### config.mk
export PLATFORM = sky130hd
export DESIGN_NAME = apb_master_arbiter
export DESIGN_NICKNAME = d
export VERILOG_FILES = /design/src/rtl/apb_arb_pkg.sv /design/src/rtl/apb_master_arbiter_rr_arbiter.sv /design/src/rtl/apb_master_arbiter.sv
export SDC_FILE = /design/constraint.sdc
export NUM_CORES = 1
export LEC_CHECK = 0
export ABC_CLOCK_PERIOD_IN_PS = 2470
export CAP_MARGIN = 25
export CELL_PAD_IN_SITES_DETAIL_PLACEMENT = 1
export CELL_PAD_IN_SITES_GLOBAL_PLACEMENT = 2
export CORE_MARGIN = 1
export CORE_UTILIZATION = 23
export DETAILED_ROUTE_END_ITERATION = 12
export GPL_TIMING_DRIVEN = 0
export PLACE_DENSITY_LB_ADDON = 0.1
export SLEW_MARGIN = 20
export SYNTH_ARGS = -nofsm -noshare
export SYNTH_HDL_FRONTEND = slang
export SYNTH_SLANG_ARGS = --single-unit
### constraint.sdc
create_clock -name clk_i -period 2.47 [get_ports clk_i]
set_clock_uncertainty 0.1 [all_clocks]
set_input_delay 0.247 -clock clk_i [delete_from_list [all_inputs] [get_ports clk_i]]
set_output_delay 0.247 -clock clk_i [all_outputs]
set_load 0.02 [all_outputs]
### src/rtl/apb_arb_pkg.sv
// apb_arb_pkg: shared types for the APB master arbiter.
// Holds the FSM state encoding and requester-count limit.
package apb_arb_pkg;

  typedef enum logic [1:0] {
    IDLE,
    SETUP,
    ACCESS
  } apb_arb_state_e;

  localparam int NB_REQ_MAX = 8;

endpackage

### src/rtl/apb_master_arbiter_rr_arbiter.sv
// rr_arbiter: combinational round-robin pick, first request at/after ptr.
// Ports: req, ptr in; gnt (one-hot), idx, valid out.
module rr_arbiter
  import apb_arb_pkg::*;
#(
  parameter int N  = 2,
  parameter int PW = (N > 1) ? $clog2(N) : 1
) (
  input  logic [N-1:0]  req,
  input  logic [PW-1:0] ptr,
  output logic [N-1:0]  gnt,
  output logic [PW-1:0] idx,
  output logic          valid
);

  int j;

  always_comb begin
    gnt   = '0;
    idx   = '0;
    valid = 1'b0;
    j     = 0;
    for (int i = 0; i < N; i++) begin
      j = int'(ptr) + i;
      if (j >= N) j = j - N;
      if (!valid && req[j[PW-1:0]]) begin
        valid            = 1'b1;
        gnt[j[PW-1:0]]   = 1'b1;
        idx              = j[PW-1:0];
      end
    end
  end

endmodule

### src/rtl/apb_master_arbiter.sv
// apb_master_arbiter: round-robin share of one APB port, with watchdog.
// Ports: requester req/addr/we/wdata -> gnt/done/rdata/err; flat APB master.
module apb_master_arbiter
  import apb_arb_pkg::*;
#(
  parameter int NB_REQ         = 2,
  parameter int APB_ADDR_WIDTH = 32,
  parameter int APB_DATA_WIDTH = 32,
  parameter int TIMEOUT_CYCLES = 255
) (
  input  logic                                   clk_i,
  input  logic                                   rst_ni,
  input  logic [NB_REQ-1:0]                      req_i,
  input  logic [NB_REQ-1:0][APB_ADDR_WIDTH-1:0]  addr_i,
  input  logic [NB_REQ-1:0]                      we_i,
  input  logic [NB_REQ-1:0][APB_DATA_WIDTH-1:0]  wdata_i,
  output logic [NB_REQ-1:0]                      gnt_o,
  output logic [NB_REQ-1:0]                      done_o,
  output logic [APB_DATA_WIDTH-1:0]              rdata_o,
  output logic                                   err_o,
  output logic [APB_ADDR_WIDTH-1:0]              paddr_o,
  output logic                                   pwrite_o,
  output logic [APB_DATA_WIDTH-1:0]              pwdata_o,
  output logic                                   psel_o,
  output logic                                   penable_o,
  input  logic [APB_DATA_WIDTH-1:0]              prdata_i,
  input  logic                                   pready_i,
  input  logic                                   pslverr_i
);

  localparam int PW = $clog2(NB_REQ);
  localparam int WW = (TIMEOUT_CYCLES > 0) ?
                      $clog2(TIMEOUT_CYCLES + 1) : 1;
  localparam logic [WW-1:0] WD_MAX = '1;
  localparam logic [WW-1:0] WD_LIM = WW'(TIMEOUT_CYCLES);
  localparam bit            WD_ON  = (TIMEOUT_CYCLES != 0);

  apb_arb_state_e state_q, state_d;

  logic [PW-1:0] ptr_q, ptr_d;
  logic [PW-1:0] win_q, win_d;
  logic [WW-1:0] wd_q, wd_d, wd_inc;
  logic          timeout;

  logic [NB_REQ-1:0]          elig;
  logic [NB_REQ-1:0]          arb_gnt;
  logic [PW-1:0]              arb_idx;
  logic                       arb_valid;

  logic [APB_ADDR_WIDTH-1:0]  paddr_d;
  logic                       pwrite_d;
  logic [APB_DATA_WIDTH-1:0]  pwdata_d;
  logic                       psel_d;
  logic                       penable_d;
  logic [NB_REQ-1:0]          gnt_d;
  logic [NB_REQ-1:0]          done_d;
  logic [APB_DATA_WIDTH-1:0]  rdata_d;
  logic                       err_d;

  // The requester just served is masked for the done cycle,
  // since its req_i may still be high when done_o is seen.
  assign elig = req_i & ~done_o;

  rr_arbiter #(
    .N  (NB_REQ),
    .PW (PW)
  ) u_rr (
    .req   (elig),
    .ptr   (ptr_q),
    .gnt   (arb_gnt),
    .idx   (arb_idx),
    .valid (arb_valid)
  );

  assign wd_inc  = (wd_q == WD_MAX) ? wd_q : wd_q + 1'b1;
  // pready_i wins over an expiring watchdog in the same cycle.
  assign timeout = WD_ON && !pready_i && (wd_inc == WD_LIM);

  always_comb begin
    state_d   = state_q;
    ptr_d     = ptr_q;
    win_d     = win_q;
    wd_d      = wd_q;
    paddr_d   = paddr_o;
    pwrite_d  = pwrite_o;
    pwdata_d  = pwdata_o;
    psel_d    = psel_o;
    penable_d = penable_o;
    gnt_d     = '0;
    done_d    = '0;
    rdata_d   = rdata_o;
    err_d     = 1'b0;
    unique case (state_q)
      IDLE: begin
        if (arb_valid) begin
          win_d    = arb_idx;
          paddr_d  = addr_i[arb_idx];
          pwrite_d = we_i[arb_idx];
          pwdata_d = wdata_i[arb_idx];
          psel_d   = 1'b1;
          gnt_d    = arb_gnt;
          state_d  = SETUP;
        end
      end
      SETUP: begin
        wd_d      = '0;
        penable_d = 1'b1;
        state_d   = ACCESS;
      end
      ACCESS: begin
        if (pready_i || timeout) begin
          done_d[win_q] = 1'b1;
          if (pready_i) begin
            rdata_d = pwrite_o ? '0 : prdata_i;
            err_d   = pslverr_i;
          end else begin
            rdata_d = '0;
            err_d   = 1'b1;
          end
          psel_d    = 1'b0;
          penable_d = 1'b0;
          ptr_d     = (win_q == PW'(NB_REQ - 1)) ?
                      '0 : win_q + 1'b1;
          state_d   = IDLE;
        end else begin
          wd_d = wd_inc;
        end
      end
      default: state_d = IDLE;
    endcase
  end

  always_ff @(posedge clk_i or negedge rst_ni) begin
    if (!rst_ni) begin
      state_q   <= IDLE;
      ptr_q     <= '0;
      win_q     <= '0;
      wd_q      <= '0;
      paddr_o   <= '0;
      pwrite_o  <= 1'b0;
      pwdata_o  <= '0;
      psel_o    <= 1'b0;
      penable_o <= 1'b0;
      gnt_o     <= '0;
      done_o    <= '0;
      rdata_o   <= '0;
      err_o     <= 1'b0;
    end else begin
      state_q   <= state_d;
      ptr_q     <= ptr_d;
      win_q     <= win_d;
      wd_q      <= wd_d;
      paddr_o   <= paddr_d;
      pwrite_o  <= pwrite_d;
      pwdata_o  <= pwdata_d;
      psel_o    <= psel_d;
      penable_o <= penable_d;
      gnt_o     <= gnt_d;
      done_o    <= done_d;
      rdata_o   <= rdata_d;
      err_o     <= err_d;
    end
  end

endmodule

==> results of run 1 <==
## cell usage after synthesis, types with 2 or more instances
library cell    n
nor2b_1         2
o311ai_0        2
nand2_1        74
and2_1          3
nor2_1          7
buf_6           3
mux2i_1        68
a22o_1         33
nand4_1         2
nand2b_1        6
o21ai_0        70
nor3b_1         2
nor4_1          2
nand3_1         7
clkbuf_1       20
inv_1           6
a21oi_1         4
o21a_1          2
dfrtp_1       116
buf_2           8
o21ai_1         2
## metal layers
layer	GRT usage (%)	share of wire [%]
met1	18.83	40
met2	28.00	49
met3	7.018	9.3
met4	6.300	1.6
met5	0	0
## cell families (layout without fill, tap and decap cells)
logic type | Yosys count | count (layout) | synth area share [%]
buffers and inverters | 38 | 344 | 3.501
AOI/OAI and AO/OA | 123 | 123 | 15.70
adders and majority gates | 1 | 1 | 0.2448
and+or+nand+nor | 112 | 112 | 9.990
muxes | 70 | 70 | 13.76
DFF | 116 | 116 | 56.81
## stage by stage
stage | setup WS, ps | instance area, µm² | cells | power, W
floorplan | 342.1 | 5110 | 460 | 0.005535
global placement | -3719 | 8173 | 1011 | 0.007998
detailed placement | -544.6 | 8202 | 1012 | 0.008098
CTS | 23.40 | 8811 | 1045 | 0.01065
global route | 11.19 | 8827 | 1046 | 0.01118
finish | 120.6 | 8827 | 1046 | 0.01045
## worst max-delay path by stage
stage          depth (start not counted)     endpoint
3_3_place_gp                           1  paddr_o[10]
4_1_cts                                8  rdata_o[21]
5_1_grt                                7  paddr_o[25]
6_report                               8  rdata_o[21]
3_5_place_dp                           6  paddr_o[30]
2_1_floorplan                          7        ptr_q
## layout make-up
type / count / area, µm² / area share [%]
plain buffers: 32 / 160.2 / 1.814
clock buffers: 18 / 439.2 / 4.975
clock inverters: 14 / 152.6 / 1.729
inverters: 6 / 22.52 / 0.2551
multi-input cells: 306 / 2039 / 23.10
flip-flops and latches: 116 / 2904 / 32.90
well taps: 280 / 350.3 / 3.969
repair buffers: 274 / 2759 / 31.25
## power groups by stage
stage / Combinational [W] / Clock (W) / Sequential [W]
after floorplan: 0.00145 / 0 / 0.00408
after global placement: 0.00483 / 0 / 0.00317
after detailed placement: 0.00488 / 0 / 0.00322
after CTS: 0.00491 / 0.00255 / 0.00320
after global routing: 0.00525 / 0.00263 / 0.00330
final: 0.00480 / 0.00247 / 0.00318
## registers in the layout, indices dropped and copies added (netlist names)
| signal | count |
|---|---|
| wd_q | 8 |
| gnt_o | 2 |
| pwrite_o | 1 |
| state_q | 2 |
| psel_o | 1 |
| paddr_o | 32 |
| win_q | 1 |
| err_o | 1 |
| done_o | 2 |
| penable_o | 1 |
| pwdata_o | 32 |
| rdata_o | 32 |
| ptr_q | 1 |
## timing repair
item | CTS | global route
setup buffers | 0 | 1
hold buffers | 1 | 0
pin swaps | 0 | 1
endpoints found under the hold margin | 58 | 0
setup endpoints to repair | 88 | 33
gates resized for setup | 3 | 3
## worst register-to-register path, delay by kind of cell, from the launching register on
family | cells | cell delay (ps)
AOI/OAI and AO/OA | 4 | 760
buffers and inverters | 1 | 160
DFF | 1 | 470
and+or+nand+nor | 2 | 440
adders and majority gates | 1 | 290
==> impl_metrics.py, run 1 <==
metrics = {
    "outcome": {
        "status": "finished, final reports clean",
    },
    "final_layout": {
        "num-nets-final": 922,
        "antenna_cells_inserted": 0,
        "mostFrequentLayoutCell": "clkdlybuf4s50_1",
        "area_delta_synth_final_pct": 72.75,
        "commonest_cells_after_routing_fill_and_taps_aside": "clkdlybuf4s50_1, dfrtp_1, nand2_1",
        "final_util_pct": 40.45,
        "final.fill_count": 2383,
        "share_of_layout_cells_above_drive_strength_1_pct": 7.441,
    },
    "run": {
        "timing.max_cap.violations": 0,
    },
    "placement": {
        "buffer_ports.inserted": 271,
        "final_weighted_congestion_in_routability_driven_placement": 0.7413,
        "post-dp-hpwl_um": 14500,
    },
    "setup_path": {
        "crit_fanout": 10,
        "setup.worst_path.end_class": "flop",
        "cp.required_ps": 2670,
        "crit_path_dat_ps": 2550,
        "worst-setup-path-type": "reg -> reg",
        "worst_setup_path_startpoint": "wd_q[1]",
        "timing.critical_path.slowest_stage_cell": "dfrtp_1",
        "setup.worst_path.start_class": "flop",
        "cp_cell_sequence": "ha_2 -> and2_1 -> a41oi_1 -> nor3_2 -> o211a_4 -> o21ai_4 -> buf_6 -> a22o_1",
        "crit_family": "compound AO/OA/AOI/OAI gates",
        "worst_r2r_path_depth": 8,
        "path_buf_inv": 1,
        "critPathMaxStageDelay_ps": 470,
        "r2r-start": "wd_q[1]",
        "r2r-end": "rdata_o[21]",
        "setup.reg_to_reg.worst_slack_ps": 120,
    },
    "timing": {
        "layout_worst_path_cycle_share_pct": 95.12,
        "setup_viol_count_final": 0,
        "hold_ws_ps": 262.3,
        "tns_ps": 0,
        "unrepaired_setup_endpoints_after_global_routing": "no",
        "report.final.hold_viol_count": 0,
        "layout_min_cycle_time_ps": 2349,
        "worst_max_slew_pin_slew_ps": 765.2,
        "clock.fmax_mhz": 425.6,
        "slew_violations": 0,
        "relSlewSlack_pct": 48.51,
    },
    "power": {
        "comb_power_share_pct": 45.9,
        "share_seq_of_total_power_pct": 30.4,
        "internal-power_w": 0.006461,
        "clock_network_power_share_pct": 23.7,
        "power_per_cell_area_nw_per_um2": 1184,
        "p_switching_w": 0.003993,
        "power_leakage_nw": 3.722,
        "p_sw_share_pct": 38.20,
        "vdd_ir_drop_max_mv": 0.3323,
    },
    "logic_synthesis": {
        "mean_post_synth_cell_area_um2": 11.11,
        "synth_seq_area_share_pct": 56.81,
        "synth_edf_count": 0,
        "post_synth_main_area_contributors": "dfrtp_1, mux2i_1, o21ai_0",
        "ys_seq_elements": 116,
        "post-synth-top-area-cell": "dfrtp_1",
        "synth_flop_cell": "dfrtp_1",
        "yosys.cell_types.count": 42,
        "ys_warn_count": 0,
        "synthArstFlopShare_pct": 100.0,
        "netlist_instances": 460,
        "netlist.area_leader.share_pct": 56.81,
        "postSynthNetCount": 629,
        "mappedNetlistArea_um2": 5110,
    },
    "detailed_routing": {
        "ant_nets": 0,
        "wl_um": 18550,
        "vias_per_cell": 4.495,
        "wl_per_cell_um": 17.73,
        "dr_total_vias": 4702,
        "first_iter_violations": 94,
        "detailedRoute.firstPassIterationCount": 4,
        "drc": 0,
    },
    "floorplan": {
        "row_count": 54,
        "std_cell_core_area_um2": 21820,
        "initial_core_util_pct": 23.41,
        "dieArea_um2": 22820,
        "ios": 272,
        "die_width_um": 151.1,
        "height_of_the_die_um": 151.1,
    },
    "global_routing": {
        "grt_max_degree": 60,
        "first_global_vias": 5058,
        "number_of_antenna_violations_at_the_first_check_in_global_routing": 0,
        "grt_first_pass_wirelength_um": 28100,
        "overflow": 0,
        "globalRouteTotalUtil_pct": 16.72,
    },
    "cts": {
        "cts-root-buf": "clkbuf_16",
        "cts_inserted_buffers": 17,
        "cts_tree": "done",
        "cts_num_sinks": 116,
        "clk_path_buf_depth": 2,
        "clk_latency_ps": 420,
        "cts.htree.levels": 4,
        "worst_setup_hold_path_clk_slew_ps": 60,
    },
    "min_path": {
        "hold_class": "in -> async",
    },
}
No activity file was read; power rests on OpenSTA's default activity.
==> run 2: changes to the inputs <==
ABC_CLOCK_PERIOD_IN_PS = 2200   (was 2470)
clock period = 2.2 ns   (was 2.47 ns; I/O delays follow)
==> run 2 against run 1 <==
Clock power up 12%. Largest cell class unchanged. Global-route usage up 0.071 points. Total power up 14%.
==> impl_metrics.py, run 2 (synthesis results as in run 1) <==
metrics = {
    "final_layout": {
        "num-nets-final": 933,
        "instances_no_fill": 1057,
        "mostFrequentLayoutCell": "clkdlybuf4s50_1",
        "largest_registers": "paddr_o (32), pwdata_o (32), rdata_o (32)",
        "commonest_cells_after_routing_fill_and_taps_aside": "clkdlybuf4s50_1, dfrtp_1, nand2_1",
        "stdcell_area_um2": 9009,
        "share_of_layout_cells_above_drive_strength_1_pct": 11.71,
        "area_delta_synth_final_pct": 76.30,
        "antenna_cells_inserted": 0,
    },
    "setup_path": {
        "r2r-end": "wd_q[0]",
        "worst-setup-path-type": "reg -> reg",
        "timing.critical_path.slowest_stage_cell": "or4b_1",
        "cp.required_ps": 2450,
        "setup.worst_path.end_class": "flop",
        "setup.reg_to_reg.worst_slack_ps": 20,
        "critPathMaxStageDelay_ps": 470,
        "r2r-start": "wd_q[0]",
        "crit_fanout": 4,
        "crit_path_dat_ps": 2430,
        "setup.worst_path.start_class": "flop",
        "worst_r2r_path_depth": 8,
        "cp_cell_sequence": "buf_4 -> nand3_1 -> nor3_2 -> mux2_4 -> o211a_4 -> buf_4 -> or4b_1 -> nand3_1",
    },
    "timing": {
        "relSlewSlack_pct": 49.45,
        "slew_violations": 0,
        "report.final.hold_viol_count": 0,
        "worst_max_slew_pin_slew_ps": 739.1,
        "layout_min_cycle_time_ps": 2185,
        "unrepaired_setup_endpoints_after_global_routing": "yes",
        "setup_viol_count_final": 0,
        "layout_worst_path_cycle_share_pct": 99.30,
        "clock.fmax_mhz": 457.7,
    },
    "floorplan": {
        "height_of_the_die_um": 151.1,
        "row_count": 54,
        "dieArea_um2": 22820,
        "std_cell_core_area_um2": 21820,
        "die_width_um": 151.1,
        "ios": 272,
        "initial_core_util_pct": 23.41,
    },
    "detailed_routing": {
        "drc": 0,
        "wl_um": 18720,
        "first_iter_violations": 95,
        "vias_per_cell": 4.479,
        "detailedRoute.firstPassIterationCount": 4,
        "ant_nets": 0,
        "dr_total_vias": 4734,
        "wl_per_cell_um": 17.71,
    },
    "cts": {
        "cts_num_sinks": 116,
        "cts_inserted_buffers": 17,
        "cts-root-buf": "clkbuf_16",
        "cts.htree.levels": 4,
        "worst_setup_hold_path_clk_slew_ps": 60,
        "clk_path_buf_depth": 2,
        "clk_latency_ps": 420,
        "cts_tree": "done",
    },
    "min_path": {
        "hold_class": "in -> async",
    },
    "power": {
        "clock_network_power_share_pct": 23.3,
        "power_per_cell_area_nw_per_um2": 1320,
        "comb_power_share_pct": 46.6,
        "vdd_ir_drop_max_mv": 0.3740,
        "power_leakage_nw": 3.813,
        "share_seq_of_total_power_pct": 30.1,
        "p_switching_w": 0.004527,
        "p_sw_share_pct": 38.07,
        "internal-power_w": 0.007365,
    },
    "placement": {
        "post-dp-hpwl_um": 14500,
        "dp.cells": 1012,
        "final_weighted_congestion_in_routability_driven_placement": 0.7413,
        "detailed_place.area_um2": 8202,
        "buffer_ports.inserted": 271,
    },
    "outcome": {
        "status": "finished, final reports clean",
    },
    "global_routing": {
        "grt_first_pass_wirelength_um": 28270,
        "grt_max_degree": 60,
        "overflow": 0,
        "number_of_antenna_violations_at_the_first_check_in_global_routing": 0,
        "globalRouteTotalUtil_pct": 16.79,
        "first_global_vias": 5119,
    },
    "run": {
        "timing.max_cap.violations": 0,
    },
}
## run 2: changes by cell type in the layout (fill, tap and decap cells not counted), moves of 4 or more
| cell | change |
|---|---|
| buf_4 | +15 |
| clkbuf_2 | +8 |
| dfrtp_1 | -4 |
| buf_2 | -4 |
| clkbuf_1 | -8 |
| dfrtp_2 | +4 |
## run 2: worst max-delay path: cells and delay by family, from the launching register on
kind / cells / cell delay (ps)
AO/OA/AOI/OAI: 1 / 160
buffers and inverters: 2 / 260
flip-flops: 1 / 410
multiplexers: 1 / 330
AND/OR/NAND/NOR: 4 / 850
## run 2: what timing repair did
action                     4_1_cts  5_1_grt
gates resized for setup         20       25
hold buffers                     1        0
hold endpoints to repair        58        0
pin swaps                        3        3
setup buffers                    8        4
setup endpoints to repair      109       82
## run 2: layout make-up
cell class,instances,area (µm²)
clock buffer,18,439.2
multi-input combinational,306,2110
clock inverter,14,152.6
tap,280,350.3
buffer,32,183.9
sequential,116,2909
fill,2370,12810
inverter,6,22.52
timing repair buffer,285,2841
## run 2: worst max-delay path by stage
| stage | startpoint | to | depth (start not counted) |
|---|---|---|---|
| 5_1_grt | wd_q[0] | wd_q[0] | 8 |
| 2_1_floorplan | wd_q[0] | ptr_q | 7 |
| 3_3_place_gp | rst_ni | paddr_o[10] | 1 |
| 4_1_cts | wd_q[4] | wd_q[6] | 7 |
| 6_report | wd_q[0] | wd_q[0] | 8 |
| 3_5_place_dp | req_i[1] | paddr_o[30] | 6 |
## run 2: per-stage QoR
step | setup TNS, ps | total power [W] | utilization (%) | hold slack [ps] | worst slack [ps]
floorplan | 0 | 0.006214 | - | -175.6 | 72.07
global placement | -505140 | 0.008980 | 37.45 | 318.5 | -3962
detailed placement | -53880 | 0.009092 | 37.58 | 141.0 | -787.6
CTS | 0 | 0.01207 | 40.90 | 262.4 | 6.605
global route | -1516 | 0.01270 | 41.28 | 285.0 | -73.48
finish | 0 | 0.01189 | 41.28 | 237.9 | 15.40
## run 2: power by group through the flow
stage	Combinational (W)	Sequential [W]	Clock [W]
global route	0.00605	0.00371	0.00295
floorplan	0.00163	0.00458	0
global placement	0.00542	0.00356	0
detailed placement	0.00548	0.00362	0
CTS	0.00562	0.00359	0.00286
finish	0.00554	0.00357	0.00277
## run 2: routing by layer
layer | vias up | routed length, µm | track usage [%]
met3 | 20 | 1728 | 7.018
li1 | 2253 | - | -
met5 | - | 0 | 0
met2 | 170 | 9267 | 28.49
met1 | 2291 | 7418 | 18.64
met4 | 0 | 301 | 6.300
==> run 3: changes to the inputs <==
CAP_MARGIN = not set   (was 25)
TNS_END_PERCENT = 5   (was not set)
==> run 3 against run 2 <==
Utilization decreased by 0.38 points. Critical path depth decreased by 1. Non-clock buffer count decreased by 8. First-iteration DRC count increased by 11%. Via count decreased by 0.57%. Sequential cell count unchanged. Cell count decreased by 0.76%. Count of clock-buffer cells in the layout unchanged. Combinational power decreased by 0.9%. Critical endpoint is now ptr_q. Largest power group unchanged.
==> impl_metrics.py, run 3 (synthesis results as in run 1) <==
metrics = {
    "global_routing": {
        "number_of_antenna_violations_at_the_first_check_in_global_routing": 0,
        "grt_max_degree": 60,
        "first_global_vias": 5084,
        "grt_first_pass_wirelength_um": 28150,
        "globalRouteTotalUtil_pct": 16.73,
        "overflow": 0,
    },
    "setup_path": {
        "r2r-end": "ptr_q",
        "setup.worst_path.end_class": "flop",
        "worst_r2r_path_depth": 7,
        "worst-setup-path-type": "reg -> reg",
        "cp.required_ps": 2400,
        "r2r-start": "wd_q[0]",
        "cp_cell_sequence": "buf_4 -> nand3_1 -> nor3_2 -> mux2_4 -> o211a_4 -> o21ai_4 -> mux2_4",
        "setup.reg_to_reg.worst_slack_ps": 10,
        "critPathMaxStageDelay_ps": 420,
        "crit_fanout": 9,
        "crit_path_dat_ps": 2380,
        "crit_path_end": "ptr_q",
        "cp_common_cell": "mux2_4",
        "timing.critical_path.slowest_stage_cell": "dfrtp_2",
        "worst_setup_path_startpoint": "wd_q[0]",
        "setup.worst_path.start_class": "flop",
    },
    "timing": {
        "hold_ws_ps": 236.8,
        "setup_viol_count_final": 0,
        "worst_max_slew_pin_slew_ps": 746.4,
        "layout_worst_path_cycle_share_pct": 99.34,
        "relSlewSlack_pct": 48.95,
        "report.final.hold_viol_count": 0,
        "layout_min_cycle_time_ps": 2185,
        "clock.fmax_mhz": 457.6,
        "postLayoutSetupSlackWorst_ps": 14.55,
        "slew_violations": 0,
        "unrepaired_setup_endpoints_after_global_routing": "yes",
    },
    "detailed_routing": {
        "drc": 0,
        "dr_total_vias": 4707,
        "wl_per_cell_um": 17.70,
        "first_iter_violations": 105,
        "wl_um": 18570,
        "ant_nets": 0,
        "vias_per_cell": 4.487,
        "detailedRoute.firstPassIterationCount": 4,
    },
    "cts": {
        "cts_tree": "done",
        "clk_path_buf_depth": 2,
        "cts_num_sinks": 116,
        "cts_inserted_buffers": 17,
        "cts-root-buf": "clkbuf_16",
        "cts.htree.levels": 4,
        "clk_latency_ps": 420,
        "worst_setup_hold_path_clk_slew_ps": 60,
    },
    "final_layout": {
        "antenna_cells_inserted": 0,
        "stdcell_area_um2": 8925,
        "area_delta_synth_final_pct": 74.66,
        "final_util_pct": 40.90,
        "commonest_cells_after_routing_fill_and_taps_aside": "clkdlybuf4s50_1, dfrtp_1, nand2_1",
        "mostFrequentLayoutCell": "clkdlybuf4s50_1",
        "largest_registers": "paddr_o (32), pwdata_o (32), rdata_o (32)",
        "num-nets-final": 925,
        "final.fill_count": 2367,
        "share_of_layout_cells_above_drive_strength_1_pct": 10.14,
    },
    "floorplan": {
        "ios": 272,
        "die_width_um": 151.1,
        "initial_core_util_pct": 23.41,
        "dieArea_um2": 22820,
        "height_of_the_die_um": 151.1,
        "row_count": 54,
        "std_cell_core_area_um2": 21820,
    },
    "power": {
        "comb_power_share_pct": 46.4,
        "clock_network_power_share_pct": 23.4,
        "internal-power_w": 0.007333,
        "vdd_ir_drop_max_mv": 0.3739,
        "power_leakage_nw": 3.765,
        "power_per_cell_area_nw_per_um2": 1327,
        "p_switching_w": 0.004510,
        "total_design_power_w": 0.01184,
        "p_sw_share_pct": 38.08,
        "share_seq_of_total_power_pct": 30.2,
    },
    "placement": {
        "final_weighted_congestion_in_routability_driven_placement": 0.7413,
        "post-dp-hpwl_um": 14500,
        "detailedPlace.worstSlack_ps": -787.6,
        "detailed_place.area_um2": 8202,
        "buffer_ports.inserted": 271,
    },
    "min_path": {
        "hold_class": "in -> async",
    },
    "run": {
        "timing.max_cap.violations": 0,
    },
    "outcome": {
        "status": "finished, final reports clean",
    },
}
==> run 3: changes by cell type in the layout (fill, tap and decap cells not counted), sizes merged <==
cell | before | now
buf | 26 | 18
==> run 3: worst min path at each step <==
stage	endpoint	slack, ps	cells after the start
final	wd_q[3]	240	2
after global routing	rdata_o[30]	290	2
after CTS	wd_q[3]	260	2
after detailed placement	wd_q[3]	140	1
after global placement	done_o[0]	320	1
after floorplan	done_o[0]	-180	0
==> run 3: final cells by class <==
cell class | count | area [µm²] | share of cell area [%]
well taps | 280 | 350.3 | 3.925
flip-flops and latches | 116 | 2909 | 32.59
multi-input cells | 306 | 2083 | 23.34
clock inverters | 14 | 152.6 | 1.710
repair buffers | 277 | 2781 | 31.17
clock buffers | 18 | 439.2 | 4.921
inverters | 6 | 22.52 | 0.2523
plain buffers | 32 | 186.4 | 2.089
==> run 3: power by group through the flow <==
stage	Sequential (W)	Clock (W)	Combinational, W
detailed placement	0.00362	0	0.00548
CTS	0.00359	0.00286	0.00559
global placement	0.00356	0	0.00542
finish	0.00358	0.00277	0.00549
floorplan	0.00458	0	0.00163
global route	0.00371	0.00295	0.00600
==> run 3: repair_timing <==
action	CTS	global route
setup endpoints to repair	109	86
pin swaps	2	1
buffers inserted	4	0
gates resized for setup	21	17
hold buffers	1	0
endpoints found under the hold margin	58	0
==> run 3: through the flow <==
stage | setup TNS (ps) | instances
2_1_floorplan | 0 | 460
5_1_grt | -2163 | 1049
4_1_cts | -72.03 | 1049
3_5_place_dp | -53880 | 1012
6_report | 0 | 1049
3_3_place_gp | -505140 | 1011
==> run 3: metal layers <==
metal	wire (µm)	GRT usage, %	share of wire, %
met5	0	0	0
met4	314	6.400	1.7
met3	1783	7.048	9.6
met2	9115	28.10	49
met1	7354	18.74	40
==> run 3: critical path, delay by kind of cell (launching register included) <==
kind / cells / cell delay (ps)
multiplexers: 2 / 670
AO/OA/AOI/OAI: 2 / 470
flip-flops: 1 / 420
AND/OR/NAND/NOR: 2 / 280
buffers and inverters: 1 / 130
